File: config.mk
export PLATFORM = sky130hd
export DESIGN_NAME = inv_sqrt_nr_core
export DESIGN_NICKNAME = d
export VERILOG_FILES = /design/src/rtl/inv_sqrt_nr_core.sv
export SDC_FILE = /design/constraint.sdc
export NUM_CORES = 2
export LEC_CHECK = 0
export CORE_MARGIN = 3
export CORE_UTILIZATION = 55
export DETAILED_ROUTE_END_ITERATION = 7
export GPL_TIMING_DRIVEN = 0
export PLACE_DENSITY = 0.71
export SYNTH_ARGS = -nofsm -noshare
export SYNTH_HDL_FRONTEND = slang
export SYNTH_SLANG_ARGS = --single-unit
File: constraint.sdc
create_clock -name clk -period 12.2 [get_ports clk]
set_clock_uncertainty 0.1 [all_clocks]
set_input_delay 2.44 -clock clk [delete_from_list [all_inputs] [get_ports clk]]
set_output_delay 2.44 -clock clk [all_outputs]
set_load 0.01 [all_outputs]
File: src/rtl/inv_sqrt_nr_core.sv
// Iterative FP32 fast inverse square root: magic-constant seed followed by
// N_ITER Newton-Raphson refinements on a single shared truncating FP32 multiplier.
module inv_sqrt_nr_core #(
  parameter int unsigned N_ITER = 1,
  parameter logic [31:0] MAGIC  = 32'h5f3759df
) (
  input  logic        clk,
  input  logic        rst,
  input  logic        ce,
  input  logic        in_valid,
  output logic        in_ready,
  input  logic [31:0] DataIn,
  output logic        out_valid,
  input  logic        out_ready,
  output logic [31:0] DataOut,
  output logic        err
);

  typedef enum logic [2:0] {StIdle, StSeed, StMulA, StMulB, StSub, StMulC, StDone} state_e;

  state_e      state_q, state_d;
  logic [31:0] x_q, x_d;
  logic [31:0] y_q, y_d;
  logic [31:0] t_q, t_d;
  logic [1:0]  iter_q, iter_d;
  logic        err_q, err_d;
  logic        special;
  logic [31:0] special_val;

  // Truncating FP32 multiply; operands are assumed normal.
  function automatic logic [31:0] fp_mul(input logic [31:0] a, input logic [31:0] b);
    logic               sgn;
    logic [47:0]        prod;
    logic [22:0]        mant;
    logic signed [10:0] exp;
    sgn  = a[31] ^ b[31];
    prod = 48'({1'b1, a[22:0]}) * 48'({1'b1, b[22:0]});
    exp  = $signed({3'b000, a[30:23]}) + $signed({3'b000, b[30:23]}) - 11'sd127;
    if (prod[47]) begin
      mant = 23'(prod >> 24);
      exp  = exp + 11'sd1;
    end else begin
      mant = 23'(prod >> 23);
    end
    if (exp >= 11'sd255) begin
      fp_mul = 32'h7F7FFFFF;
    end else if (exp <= 11'sd0) begin
      fp_mul = 32'h0000_0000;
    end else begin
      fp_mul = {sgn, exp[7:0], mant};
    end
  endfunction

  // d = 1.5 - t/2 in Q1.26; outside h in [0.25, 1.5) the step degrades to d = 1.0.
  function automatic logic [31:0] sub_step(input logic [31:0] t);
    logic [26:0] q;
    logic [26:0] d;
    logic [26:0] dn;
    logic        ok;
    int          p;
    q  = '0;
    ok = 1'b0;
    // Exponent of h is one below t's, so t exponents 126..128 cover h in [0.25, 2).
    if (!t[31]) begin
      case (t[30:23])
        8'd128: begin
          q  = {1'b1, t[22:0], 3'b000};
          ok = ~t[22];
        end
        8'd127: begin
          q  = {1'b0, 1'b1, t[22:0], 2'b00};
          ok = 1'b1;
        end
        8'd126: begin
          q  = {2'b00, 1'b1, t[22:0], 1'b0};
          ok = 1'b1;
        end
        default: ok = 1'b0;
      endcase
    end
    if (!ok) begin
      sub_step = 32'h3F80_0000;
    end else begin
      d = 27'h600_0000 - q;
      p = 0;
      for (int i = 0; i < 27; i++) begin
        if (d[i]) p = i;
      end
      dn       = d << (26 - p);
      sub_step = {1'b0, 8'(101 + p), 23'(dn >> 3)};
    end
  endfunction

  // Classify the registered operand for the special-case shortcut.
  always_comb begin
    special     = 1'b1;
    special_val = 32'h0000_0000;
    if (x_q[30:23] == 8'h00) begin
      special_val = 32'h7F80_0000;
    end else if (x_q[30:23] == 8'hFF && x_q[22:0] != 23'd0) begin
      special_val = 32'h7FC0_0000;
    end else if (x_q[31]) begin
      special_val = 32'h7FC0_0000;
    end else if (x_q[30:23] == 8'hFF) begin
      special_val = 32'h0000_0000;
    end else begin
      special = 1'b0;
    end
  end

  // State register.
  always_ff @(posedge clk) begin
    if (rst) begin
      state_q <= StIdle;
    end else if (ce) begin
      state_q <= state_d;
    end
  end

  // Next-state logic.
  always_comb begin
    state_d = state_q;
    case (state_q)
      StIdle: if (in_valid) state_d = StSeed;
      StSeed: state_d = (special || N_ITER == 0) ? StDone : StMulA;
      StMulA: state_d = StMulB;
      StMulB: state_d = StSub;
      StSub:  state_d = StMulC;
      StMulC: state_d = (32'(iter_q) + 32'd1 < N_ITER) ? StMulA : StDone;
      StDone: if (out_ready) state_d = StIdle;
      default: state_d = StIdle;
    endcase
  end

  // Datapath next-state: one multiply or subtract per cycle.
  always_comb begin
    x_d    = x_q;
    y_d    = y_q;
    t_d    = t_q;
    iter_d = iter_q;
    err_d  = err_q;
    case (state_q)
      StIdle: if (in_valid) x_d = DataIn;
      StSeed: begin
        iter_d = 2'd0;
        err_d  = special;
        y_d    = special ? special_val : MAGIC - (x_q >> 1);
      end
      StMulA: t_d = fp_mul(x_q, y_q);
      StMulB: t_d = fp_mul(t_q, y_q);
      StSub:  t_d = sub_step(t_q);
      StMulC: begin
        y_d    = fp_mul(y_q, t_q);
        iter_d = iter_q + 2'd1;
      end
      default: ;
    endcase
  end

  // Datapath registers.
  always_ff @(posedge clk) begin
    if (rst) begin
      x_q    <= '0;
      y_q    <= '0;
      t_q    <= '0;
      iter_q <= '0;
      err_q  <= 1'b0;
    end else if (ce) begin
      x_q    <= x_d;
      y_q    <= y_d;
      t_q    <= t_d;
      iter_q <= iter_d;
      err_q  <= err_d;
    end
  end

  // Outputs; in_ready is masked during the reset cycle itself.
  always_comb begin
    in_ready  = (state_q == StIdle) && !rst;
    out_valid = (state_q == StDone);
    DataOut   = y_q;
    err       = err_q;
  end

endmodule

==> reports/results.md <==
| Item | Value |
| --- | --- |
| Pwr per Cell Area | 39.7 nW/µm² |
| Antenna violation net count after detailed routing | 0 |
| Required time reported for the critical path endpoint | 12.34 ns |
| Design area | 49400 µm² |
| Share of the yosys chip area belonging to registers | 0.0427 |
| DR vias | 41.7k |
| IO buf count | 70 |
| Final WL | 174 mm |
| Result of the run | finished with violations |
| Hold Path Depth | 2 |
| Post-synth EDFFs | 0 |
| Post-Synthesis Net Count | 7008 |
| Path class of the lowest-slack min-delay path | reg2reg |
| Net switching power figure | 1.08 mW |
| Hold_buf cts | 0 |
| Slowest cell on the critical path | sky130_fd_sc_hd__clkbuf_1 |
| Max-cap check violation count | 0 |
| Largest area contributor in the synthesized netlist | sky130_fd_sc_hd__fa_1 |
| Max rail drop VDD | 0.141 mV |
| Area of the multi-input gates | 39300 µm² |
| Area taken by flip-flops and latches | 2000 µm² |
| Clock Latency Late Sink | 0.41 ns |
| Clk network pwr share | 0.176 |
| Max_slew headroom | 0.0858 |
| Int Power | 0.877 mW |
| Wire length of the first global-routing pass | 263 mm |
| Level count of the clock H-tree | 3 |
| Peak fanout along the critical path | 10 |
| Warnings from Yosys | 0 |
| Area fraction of the dominant cell type after synthesis | 0.412 |
| Number of pins with negative max-slew slack in the final report | 0 |
| Hold endpoint | DataOut[30] |
| # DRC | 7 |
| Proportion of layout cells with a drive suffix above 1 | 0.0222 |
| CTS Sinks | 100 |
| Unrepaired setup endpoints after global routing | yes |
| Die footprint | 88700 µm² |
| Peak Freq | 81.4 MHz |
| Final HPWL DP | 145 mm |
| Register-to-Register Path Depth | 30 |
| Clock tree from TritonCTS | done |
| Critical Path Most Common Cell | sky130_fd_sc_hd__fa_1 |
| GRT Total Usage | 0.396 |
| Violations in the final reports | DRC, setup timing |
| Number of buffers created by CTS | 9 |
| Average instance area after synthesis | 8.32 µm² |
| Antenna violations before repair | 7 |
| Area share of fa/ha/maj cells after synthesis | 0.513 |
| Kind of critical path | reg2reg |
| Setup Total Neg Slack | -0.0865 ns |
| Die height | 298 µm |
| Leak | 23.0 nW |
| CTS Root Buffer Type | sky130_fd_sc_hd__clkbuf_16 |
| Parity-gate share of the synthesized area counting xor and xnor cells | 0.0205 |
| DRC marker count from the first detailed-route iteration | 4472 |
| Core utilization of the finished layout | 0.588 |
| Share of total power in combinational logic | 0.624 |
| Grt ovf | 0 |
| Worst hold path startpoint | DataOut[30] |
| Least setup slack across all paths after layout | -0.0865 ns |
| Final net count | 7094 |
| Horizontal extent of the die | 298 µm |
| Total placed instance area | 49000 µm² |
| Share of synthesized area spent on multiplexers | 0.0145 |
| Distinct cells, synth | 109 |
| Final worst-path cycle share | 1.01 |
| Post-layout power | 1.96 mW |
| Slack of the worst reg-to-reg path | -0.09 ns |
| Least-Margin Pin Slew | 1.36 ns |
| Gate count after technology mapping | 5630 |
| Count of endpoints failing hold in the final timing report | 0 |
| Max incr delay on CP | 0.91 ns |
| Clock tree buffer depth | 2 |
| Largest net degree at the start of global routing | 23 |
| Post-synthesis sequential element count | 100 |
| Endpoint of the worst-slack reg-to-reg timing path | DataOut[3] |
| Most used standard cell by instance count after synthesis | sky130_fd_sc_hd__inv_1 |
| Net switching share of the total power | 0.553 |
| Seq pwr share | 0.200 |
| Arrival time of data at the critical path endpoint | 12.43 ns |
| Area of the placeable core | 84100 µm² |
| Most instantiated cells after synthesis | 1105 x sky130_fd_sc_hd__inv_1, 964 x sky130_fd_sc_hd__fa_1, 851 x sky130_fd_sc_hd__nand2_1, 415 x sky130_fd_sc_hd__and2_1, 377 x sky130_fd_sc_hd__ha_1 |
| Total setup violations reported at the end of the flow | 1 |
| Type of element capturing the critical path | flop |
| Complex-gate fraction of the synthesized area | 0.103 |
| Reg clk slew, reported paths | 0.10 ns |
| Vias in the first global route | 42.7k |
| Fill cell total of the finished layout | 7808 |
| Initial standard-cell utilization of the core | 0.557 |
| Via count normalized by instance count | 6.08 |
| Proportion of register bits with asynchronous set or reset after synthesis | 0 |
| Number of top-level pins | 72 |
| Final estimated routing congestion in global placement | 1.01 |
| Area share of and/or/nand/nor cells after synthesis | 0.188 |
| Core Rows | 106 |
| Cells taking the most area after synthesis | sky130_fd_sc_hd__fa_1 41%, sky130_fd_sc_hd__ha_1 10%, sky130_fd_sc_hd__inv_1 8.9%, sky130_fd_sc_hd__nand2_1 6.8%, sky130_fd_sc_hd__and2_1 5.5% |
| Main combinational cell family by area after synthesis | adder cells |
| First-pass detailed-route iteration total | 8 |
| Average routed wire per standard cell | 25.3 µm |
| Top flip-flop cell by instance count after synthesis | sky130_fd_sc_hd__dfxtp_1 |
| Worst flop-to-flop path startpoint | DataOut[5] |
| Post-synth design cell area | 46800 µm² |
| Area added between synthesis and finish | 5.46% |
| Worst Setup Start Kind | flop |
| Clock period minus final worst setup slack | 12.29 ns |
## power groups by stage
stage               sequential (mW)  clock, mW  combinational (mW)
finish                        0.392      0.345                1.22
global route                  0.392      0.351                1.31
CTS                           0.389      0.342                1.18
detailed placement            0.397          0                1.17
global placement              0.396          0                1.16
floorplan                     0.376          0               0.730
## cell families after synthesis
family | count (synthesis)
xor gates and xnor gates | 109
and+or+nand+nor | 1854
DFF | 100
AOI/OAI and AO/OA | 709
adders and majority gates | 1341
muxes | 61
buffers and inverters | 1456
## what timing repair did
action / CTS / global route
setup endpoints to repair: 1 / 18
gates resized for setup: 1 / 21
cloned: 0 / 0
buffers inserted: 1 / 0
pin swaps: 1 / 0
hold endpoints to repair: 0 / 0
## routing by layer
metal	GRT usage	routed length, µm	vias to the layer above
met5	0	63	-
met4	0.261	14700	6
met3	0.0932	19700	649
met2	0.603	75400	2662
met1	0.507	63900	20700
li1	-	-	17600
## worst max path at each step
| stage | slack (ns) | cells past startpoint | end | start |
|---|---|---|---|---|
| after CTS | 0.26 | 32 | t_q[13] | DataOut[10] |
| after global placement | -0.07 | 30 | t_q[13] | DataOut[4] |
| after detailed placement | -0.17 | 32 | t_q[13] | DataOut[11] |
| after global routing | -0.11 | 30 | DataOut[3] | DataOut[17] |
| final | -0.09 | 30 | DataOut[3] | DataOut[5] |
| after floorplan | 3.29 | 33 | t_q[8] | DataOut[9] |
## sequential cells by signal, indices dropped and copies added, names as in the netlist
register / count
DataOut: 32
err: 1
state_q: 3
t_q: 32
x_q: 32
## per-stage QoR
step,setup slack [ns],hold WS (ns),cells
finish,-0.0865,0.381,6863
global route,-0.112,0.409,6855
CTS,0.258,0.385,6854
detailed placement,-0.171,0.370,6837
global placement,-0.0691,0.365,6834
floorplan,3.29,0.357,5630
## critical path: cells and delay by family, from the launching register on
kind	cells	cell delay, ns
buffers and inverters	9	3.97
adder cells (fa/ha/maj)	8	3.87
AO/OA/AOI/OAI	8	2.19
AND/OR/NAND/NOR	4	1.01
flip-flops	1	0.64
XOR/XNOR	1	0.31
## cell type report
class / count / share of cell area
plain buffers: 346 / 0.0287
repair buffers: 75 / 0.0149
clock buffers: 9 / 0.00456
clock inverters: 7 / 0.00195
well taps: 1134 / 0.0287
diodes: 8 / 0.000405
multi-input cells: 4074 / 0.796
flip-flops and latches: 100 / 0.0405
inverters: 1110 / 0.0844
## layout by cell type, fill, tap and decap left out, drive strengths merged, types with 17 or more instances in the layout
cell / n
xnor2: 73
dfxtp: 100
nor3: 76
clkdlybuf4s50: 70
nor2: 262
and3: 22
nand4: 38
xor2: 36
ha: 377
mux2: 20
a31oi: 28
buf: 49
and2: 416
or3: 17
o21bai: 26
nand2b: 17
nor4: 31
o211ai: 25
a221oi: 22
clkbuf: 305
mux2i: 38
a211oi: 38
a21oi: 199
nand3: 63
o21a: 19
nand2: 852
a21o: 58
inv: 1114
nor2b: 18
o21ai: 119
fa: 964
Note: power is estimated with default switching activity, not from simulation.
